===== src/rtl/spi_mem_responder.sv =====
// SPI mode-0 responder emulating a 64 KiB serial SRAM (READ 0x03 / WRITE 0x02) over a parallel synchronous memory port.
// Define SPI_RESP_BURST_EN to enable sequential burst access with address auto-increment.
module spi_mem_responder #(
  parameter int ADDR_W      = 16,
  parameter int LEAD_BITS   = 1,
  parameter int SYNC_STAGES = 2
) (
  input  logic              clk,
  input  logic              rst_n,
  input  logic              spi_sclk,
  input  logic              spi_cs_n,
  input  logic              spi_mosi,
  output logic              spi_miso,
  output logic              spi_miso_oe,
  output logic [ADDR_W-1:0] mem_addr,
  output logic              mem_re,
  input  logic [7:0]        mem_rdata,
  output logic              mem_we,
  output logic [7:0]        mem_wdata,
  output logic              busy,
  output logic              err_cmd
);

`ifdef SPI_RESP_BURST_EN
  localparam bit BURST = 1'b1;
`else
  localparam bit BURST = 1'b0;
`endif

  localparam int CNT_MAX = (ADDR_W > LEAD_BITS) ? ((ADDR_W > 8) ? ADDR_W : 8)
                                                : ((LEAD_BITS > 8) ? LEAD_BITS : 8);
  localparam int CNT_W   = $clog2(CNT_MAX + 1);

  typedef enum logic [2:0] {
    S_IDLE, S_LEAD, S_CMD, S_ADDR, S_RD_LOAD, S_RD_SHIFT, S_WR_DATA, S_IGNORE
  } state_t;

  logic [SYNC_STAGES-1:0] sclk_sync, cs_sync, mosi_sync;
  logic                   sclk_q, cs_q;
  logic                   sclk_s, cs_s, mosi_s;
  logic                   sclk_rise, sclk_fall, cs_fall, cs_rise;

  state_t                 state;
  logic [CNT_W-1:0]       bit_cnt;
  logic [7:0]             shreg;
  logic [7:0]             byte_in;
  logic                   is_read;

  assign sclk_s    = sclk_sync[SYNC_STAGES-1];
  assign cs_s      = cs_sync[SYNC_STAGES-1];
  assign mosi_s    = mosi_sync[SYNC_STAGES-1];
  assign sclk_rise = sclk_s & ~sclk_q;
  assign sclk_fall = ~sclk_s & sclk_q;
  assign cs_fall   = ~cs_s & cs_q;
  assign cs_rise   = cs_s & ~cs_q;
  assign byte_in   = {shreg[6:0], mosi_s};

  // Synchronisers clear to the idle bus levels so reset never fakes a CS or sclk edge.
  always_ff @(posedge clk or negedge rst_n) begin
    if (!rst_n) begin
      sclk_sync <= '0;
      cs_sync   <= '1;
      mosi_sync <= '0;
      sclk_q    <= 1'b0;
      cs_q      <= 1'b1;
    end else begin
      sclk_sync <= {sclk_sync[SYNC_STAGES-2:0], spi_sclk};
      cs_sync   <= {cs_sync[SYNC_STAGES-2:0], spi_cs_n};
      mosi_sync <= {mosi_sync[SYNC_STAGES-2:0], spi_mosi};
      sclk_q    <= sclk_s;
      cs_q      <= cs_s;
    end
  end

  // NOTE: every register here uses non-blocking assignment, so RD_LOAD sees last cycle's mem_re, not this cycle's.
  always_ff @(posedge clk or negedge rst_n) begin
    if (!rst_n) begin
      state       <= S_IDLE;
      bit_cnt     <= '0;
      shreg       <= '0;
      is_read     <= 1'b0;
      spi_miso    <= 1'b0;
      spi_miso_oe <= 1'b0;
      mem_addr    <= '0;
      mem_re      <= 1'b0;
      mem_we      <= 1'b0;
      mem_wdata   <= '0;
      busy        <= 1'b0;
      err_cmd     <= 1'b0;
    end else begin
      mem_re  <= 1'b0;
      mem_we  <= 1'b0;
      err_cmd <= 1'b0;
      if (BURST && mem_we) mem_addr <= mem_addr + 1'b1;

      if (cs_rise) begin
        // The initiator drops CS on the edge that drives the final write bit.
        if (state == S_WR_DATA && bit_cnt == CNT_W'(7)) begin
          mem_wdata <= byte_in;
          mem_we    <= 1'b1;
        end
        state       <= S_IDLE;
        bit_cnt     <= '0;
        busy        <= 1'b0;
        spi_miso    <= 1'b0;
        spi_miso_oe <= 1'b0;
      end else begin
        case (state)
          S_IDLE: if (cs_fall) begin
            busy    <= 1'b1;
            bit_cnt <= '0;
            state   <= (LEAD_BITS > 0) ? S_LEAD : S_CMD;
          end
          S_LEAD: if (sclk_rise) begin
            if (bit_cnt == CNT_W'(LEAD_BITS - 1)) begin
              bit_cnt <= '0;
              state   <= S_CMD;
            end else bit_cnt <= bit_cnt + 1'b1;
          end
          S_CMD: if (sclk_rise) begin
            shreg <= byte_in;
            if (bit_cnt == CNT_W'(7)) begin
              bit_cnt <= '0;
              case (byte_in)
                8'h03:   begin is_read <= 1'b1; state <= S_ADDR; end
                8'h02:   begin is_read <= 1'b0; state <= S_ADDR; end
                default: begin err_cmd <= 1'b1; state <= S_IGNORE; end
              endcase
            end else bit_cnt <= bit_cnt + 1'b1;
          end
          S_ADDR: if (sclk_rise) begin
            mem_addr <= {mem_addr[ADDR_W-2:0], mosi_s};
            if (bit_cnt == CNT_W'(ADDR_W - 1)) begin
              bit_cnt <= '0;
              if (is_read) begin
                mem_re <= 1'b1;
                state  <= S_RD_LOAD;
              end else state <= S_WR_DATA;
            end else bit_cnt <= bit_cnt + 1'b1;
          end
          S_RD_LOAD: if (!mem_re) begin
            shreg       <= mem_rdata;
            spi_miso    <= mem_rdata[7];
            spi_miso_oe <= 1'b1;
            bit_cnt     <= '0;
            state       <= S_RD_SHIFT;
          end
          // Bits are counted on rises; a fall before the first rise belongs to the address phase.
          S_RD_SHIFT: begin
            if (sclk_rise) bit_cnt <= bit_cnt + 1'b1;
            else if (sclk_fall && bit_cnt != '0) begin
              if (bit_cnt == CNT_W'(8)) begin
                if (BURST) begin
                  mem_addr <= mem_addr + 1'b1;
                  mem_re   <= 1'b1;
                  state    <= S_RD_LOAD;
                end else begin
                  spi_miso    <= 1'b0;
                  spi_miso_oe <= 1'b0;
                  state       <= S_IGNORE;
                end
              end else begin
                shreg    <= {shreg[6:0], 1'b0};
                spi_miso <= shreg[6];
              end
            end
          end
          S_WR_DATA: if (sclk_rise) begin
            shreg <= byte_in;
            if (bit_cnt == CNT_W'(7)) begin
              mem_wdata <= byte_in;
              mem_we    <= 1'b1;
              bit_cnt   <= '0;
              if (!BURST) state <= S_IGNORE;
            end else bit_cnt <= bit_cnt + 1'b1;
          end
          S_IGNORE: ;
          default: state <= S_IDLE;
        endcase
      end
    end
  end

endmodule


===== config.mk =====
export PLATFORM = sky130hd
export DESIGN_NAME = spi_mem_responder
export DESIGN_NICKNAME = d
export VERILOG_FILES = /design/src/rtl/spi_mem_responder.sv
export SDC_FILE = /design/constraint.sdc
export NUM_CORES = 1
export LEC_CHECK = 0
export CAP_MARGIN = 25
export CORE_ASPECT_RATIO = 1.25
export CORE_UTILIZATION = 52
export DETAILED_ROUTE_END_ITERATION = 12
export MAX_ROUTING_LAYER = met4
export PLACE_DENSITY = 0.87
export SLEW_MARGIN = 20
export SYNTH_ARGS = -nofsm -noshare
export SYNTH_HDL_FRONTEND = slang
export SYNTH_SLANG_ARGS = --single-unit

===== constraint.sdc =====
create_clock -name clk -period 3 [get_ports clk]
set_input_delay 0.45 -clock clk [delete_from_list [all_inputs] [get_ports clk]]
set_output_delay 0.45 -clock clk [all_outputs]
set_load 0.005 [all_outputs]

==> results.toml <==
[synthesis]
synth-async-reset-ratio_pct = 100
yosys.area.top_type = "dfrtp_1"
syn_area_per_cell_um2 = 11.6
ys_types = 46
netlist.area_leader.share_pct = 50.8
synthCells = 216
synth_seq_cells = 54
seq_area_frac_synth_pct = 53.9
ys_top_cells_by_area = "dfrtp_1 51%, mux2_2 12%, o21ai_0 3.4%"
synth_area_um2 = 2510
yosys_warnings = 0
postSynthNetCount = 234
synth_edf_count = 0
synth-main-ff-cell = "dfrtp_1"

[pwr]
p_int_mw = 1.47
power.leakage_nw = 1.39
p_seq_share_pct = 45.3
pwr-share-clk_pct = 19.2
power_mw = 2.32
vdd_drop_max_v = 0.000495
p_sw_uw = 841
switching_share_pct = 36.3
combPwrFrac_pct = 35.5
power.density_nw_per_um2 = 746

[finish]
area_growth_syn_to_layout_pct = 23.5
multi_input_area_um2 = 1090
fin_cells = 320
n_fill_cell = 335
ff_latch_area_um2 = 1360
nets = 279
antenna_cells = 0
drive_gt1_share_pct = 20.6

[clock_tree]
root_buffer = "clkbuf_8"
ctsResizeCount = 0
cts.sink_count = 54
clock_latency_ns = 0.31
cts-htree-levels = 2
clockBufferDepth = 2
post_cts_hold_buffer_count = 0
clk_pin_slew_ns = 0.10
cts_tree = "built"
post_cts.repair.setup_buffers = 0
cts_buffers = 5

[die]
start_util_pct = 55.5
fp.dieW_um = 64.2
die_area_um2 = 5120
die_y_um = 79.7
coreArea_um2 = 4530
io_pins = 43
rows = 27

[setup_path]
critPathLaunchType = "register"
cp.arrival_ns = 2.58
slowest_delay_ns = 0.54
worst_path_max_delay_cell = "dfstp_2"
required_ns = 3.20
end_kind = "register"
crit_type = "reg -> reg"
regToRegSetupSlack_ns = 0.62
cp_max_fo = 10
path_cells = "ha_1, inv_1, o2111a_1, or2_2, nor3_2, mux2_2"

[route]
drc = 0
num_vias = 1827
drtPass1Iterations = 4
drtIter0Drc = 113
detail-route-antenna-nets = 0
vias_per_cell = 5.71
totalWireLength_mm = 5.10
wl_per_cell_um = 15.9

[timing]
worst_slew_pin_slew_ns = 0.589
tns_ns = 0
relSlewSlack_pct = 60.7
fin_crit_sh_pct = 79.4
post-route-min-period_ns = 2.38
whs_ns = 0.104
max_freq_mhz = 420
setup_violations = 0
skew_ns = 0.00947
rsz0062_at_grt = "false"
hold_violations = 0
worst_slack_ns = 0.618
slew_violations = 0

[placement]
dp.cells = 312
gp_congestion = 0.939
dp_slack_ns = 0.652
place_hpwl_mm = 3.61
port_buffers = 42

[global_routing]
grt.overflow.total = 0
grt_pass1_wl_mm = 8.61
antenna_found_initial = 0
grt_usage_pct = 22.9
grt_pass1_vias = 1770
grt_max_degree = 32

[job]
maxCapViolations = 0

[hold_path]
hp-class = "in -> async"

[run_status]
status = "finished clean"
cell type report:
cell class	count	area share (%)
Tap cell	58	2.34
Timing Repair Buffer	45	14.1
Clock inverter	1	0.282
Sequential cell	54	43.7
Clock buffer	7	3.10
Multi-Input combinational cell	143	35.1
Inverter	12	1.45
sequential cells by signal, summed over array words and instances (netlist names):
signal       flops
sclk_sync        2
state            3
mem_wdata        8
shreg            7
sclk_q           1
mem_addr        16
bit_cnt          5
err_cmd          1
is_read          1
cs_q             1
mem_re           1
mem_we           1
mosi_sync        2
busy             1
spi_miso_oe      1
cs_sync          2
spi_miso         1
layout by cell type, fill, tap and decap left out, types with 2 or more instances in the layout:
master | Yosys | layout
nand4bb_1 | 2 | 2
clkdlybuf4s50_1 | 0 | 41
mux2_2 | 26 | 26
dfstp_2 | 3 | 3
a31oi_1 | 2 | 2
mux2i_1 | 7 | 7
nor2b_1 | 3 | 3
nor4_1 | 2 | 2
a21o_1 | 2 | 2
or2_2 | 2 | 2
a21oi_1 | 7 | 7
nand3b_1 | 3 | 3
nand2_1 | 19 | 19
nand3_1 | 3 | 3
a211oi_1 | 3 | 3
dfrtp_1 | 51 | 51
and3_1 | 2 | 2
nand2b_1 | 5 | 5
o21ai_0 | 17 | 17
clkbuf_8 | 0 | 7
nor3b_1 | 3 | 3
o31ai_1 | 2 | 2
buf_4 | 1 | 3
ha_1 | 5 | 5
nor2_1 | 8 | 8
inv_1 | 12 | 12
path summary, 6_finish.rpt:
path,startpoint,to,depth (start not counted)
worst max-delay path,cs_sync[1]$_DFF_PN1_,state[0]$_DFFE_PN0P_,6
worst min-delay path,rst_n,shreg[2]$_DFFE_PN0P_,1
worst max register to register,cs_sync[1]$_DFF_PN1_,state[0]$_DFFE_PN0P_,6
worst min register to register,mosi_sync[0]$_DFF_PN0_,mosi_sync[1]$_DFF_PN0_,0
max in group asynchronous,rst_n,mosi_sync[1]$_DFF_PN0_,2
min in group clk,mosi_sync[0]$_DFF_PN0_,mosi_sync[1]$_DFF_PN0_,0
power by group through the flow:
stage          clock (mW)  combinational, mW  sequential, mW
2_1_floorplan           0              0.646           0.960
3_3_place_gp            0              0.795            1.05
3_5_place_dp            0              0.814            1.06
4_1_cts             0.453              0.820            1.04
5_1_grt             0.475              0.913            1.08
6_report            0.445              0.822            1.05
cell usage after synthesis, types with 2 or more instances:
| library cell | number |
|---|---|
| nor2_1 | 8 |
| nand3_1 | 3 |
| nor3b_1 | 3 |
| clkbuf_1 | 3 |
| or2_2 | 2 |
| inv_1 | 12 |
| nand2b_1 | 5 |
| nand4bb_1 | 2 |
| dfrtp_1 | 51 |
| nand2_1 | 19 |
| nor2b_1 | 3 |
| a21o_1 | 2 |
| mux2_2 | 26 |
| ha_1 | 5 |
| and3_1 | 2 |
| a211oi_1 | 3 |
| o21ai_0 | 17 |
| a21oi_1 | 7 |
| dfstp_2 | 3 |
| o31ai_1 | 2 |
| nor4_1 | 2 |
| nand3b_1 | 3 |
| a31oi_1 | 2 |
| mux2i_1 | 7 |
| buf_2 | 3 |
worst max-delay path, delay by kind of cell, from the launching register on:
kind,cells,cell delay (ns)
buffers and inverters,1,0.19
AND/OR/NAND/NOR,2,0.57
adder cells (fa/ha/maj),1,0.42
AO/OA/AOI/OAI,1,0.18
flip-flops,1,0.54
multiplexers,1,0.37
routing by layer:
metal,wire length [um],GRT usage (%)
met1,2240,29.3
met4,108,8.89
met3,233,3.71
met2,2520,36.7
met5,0,-
kinds of logic after synthesis:
kind of cell	Yosys count	synth area share (%)
flops	54	53.9
buf+inv	19	3.14
fa+ha+maj	5	2.49
compound gates	45	12.1
simple gates	60	13.9
mux	33	14.4
stage by stage:
| step | area [um^2] | utilization [%] |
|---|---|---|
| 2_1_floorplan | 2510 | - |
| 3_3_place_gp | 3000 | 66.3 |
| 4_1_cts | 3100 | 68.6 |
| 6_report | 3100 | 68.6 |
| 5_1_grt | 3100 | 68.6 |
| 3_5_place_dp | 3000 | 66.3 |
No activity file was read; power rests on OpenSTA's default activity.
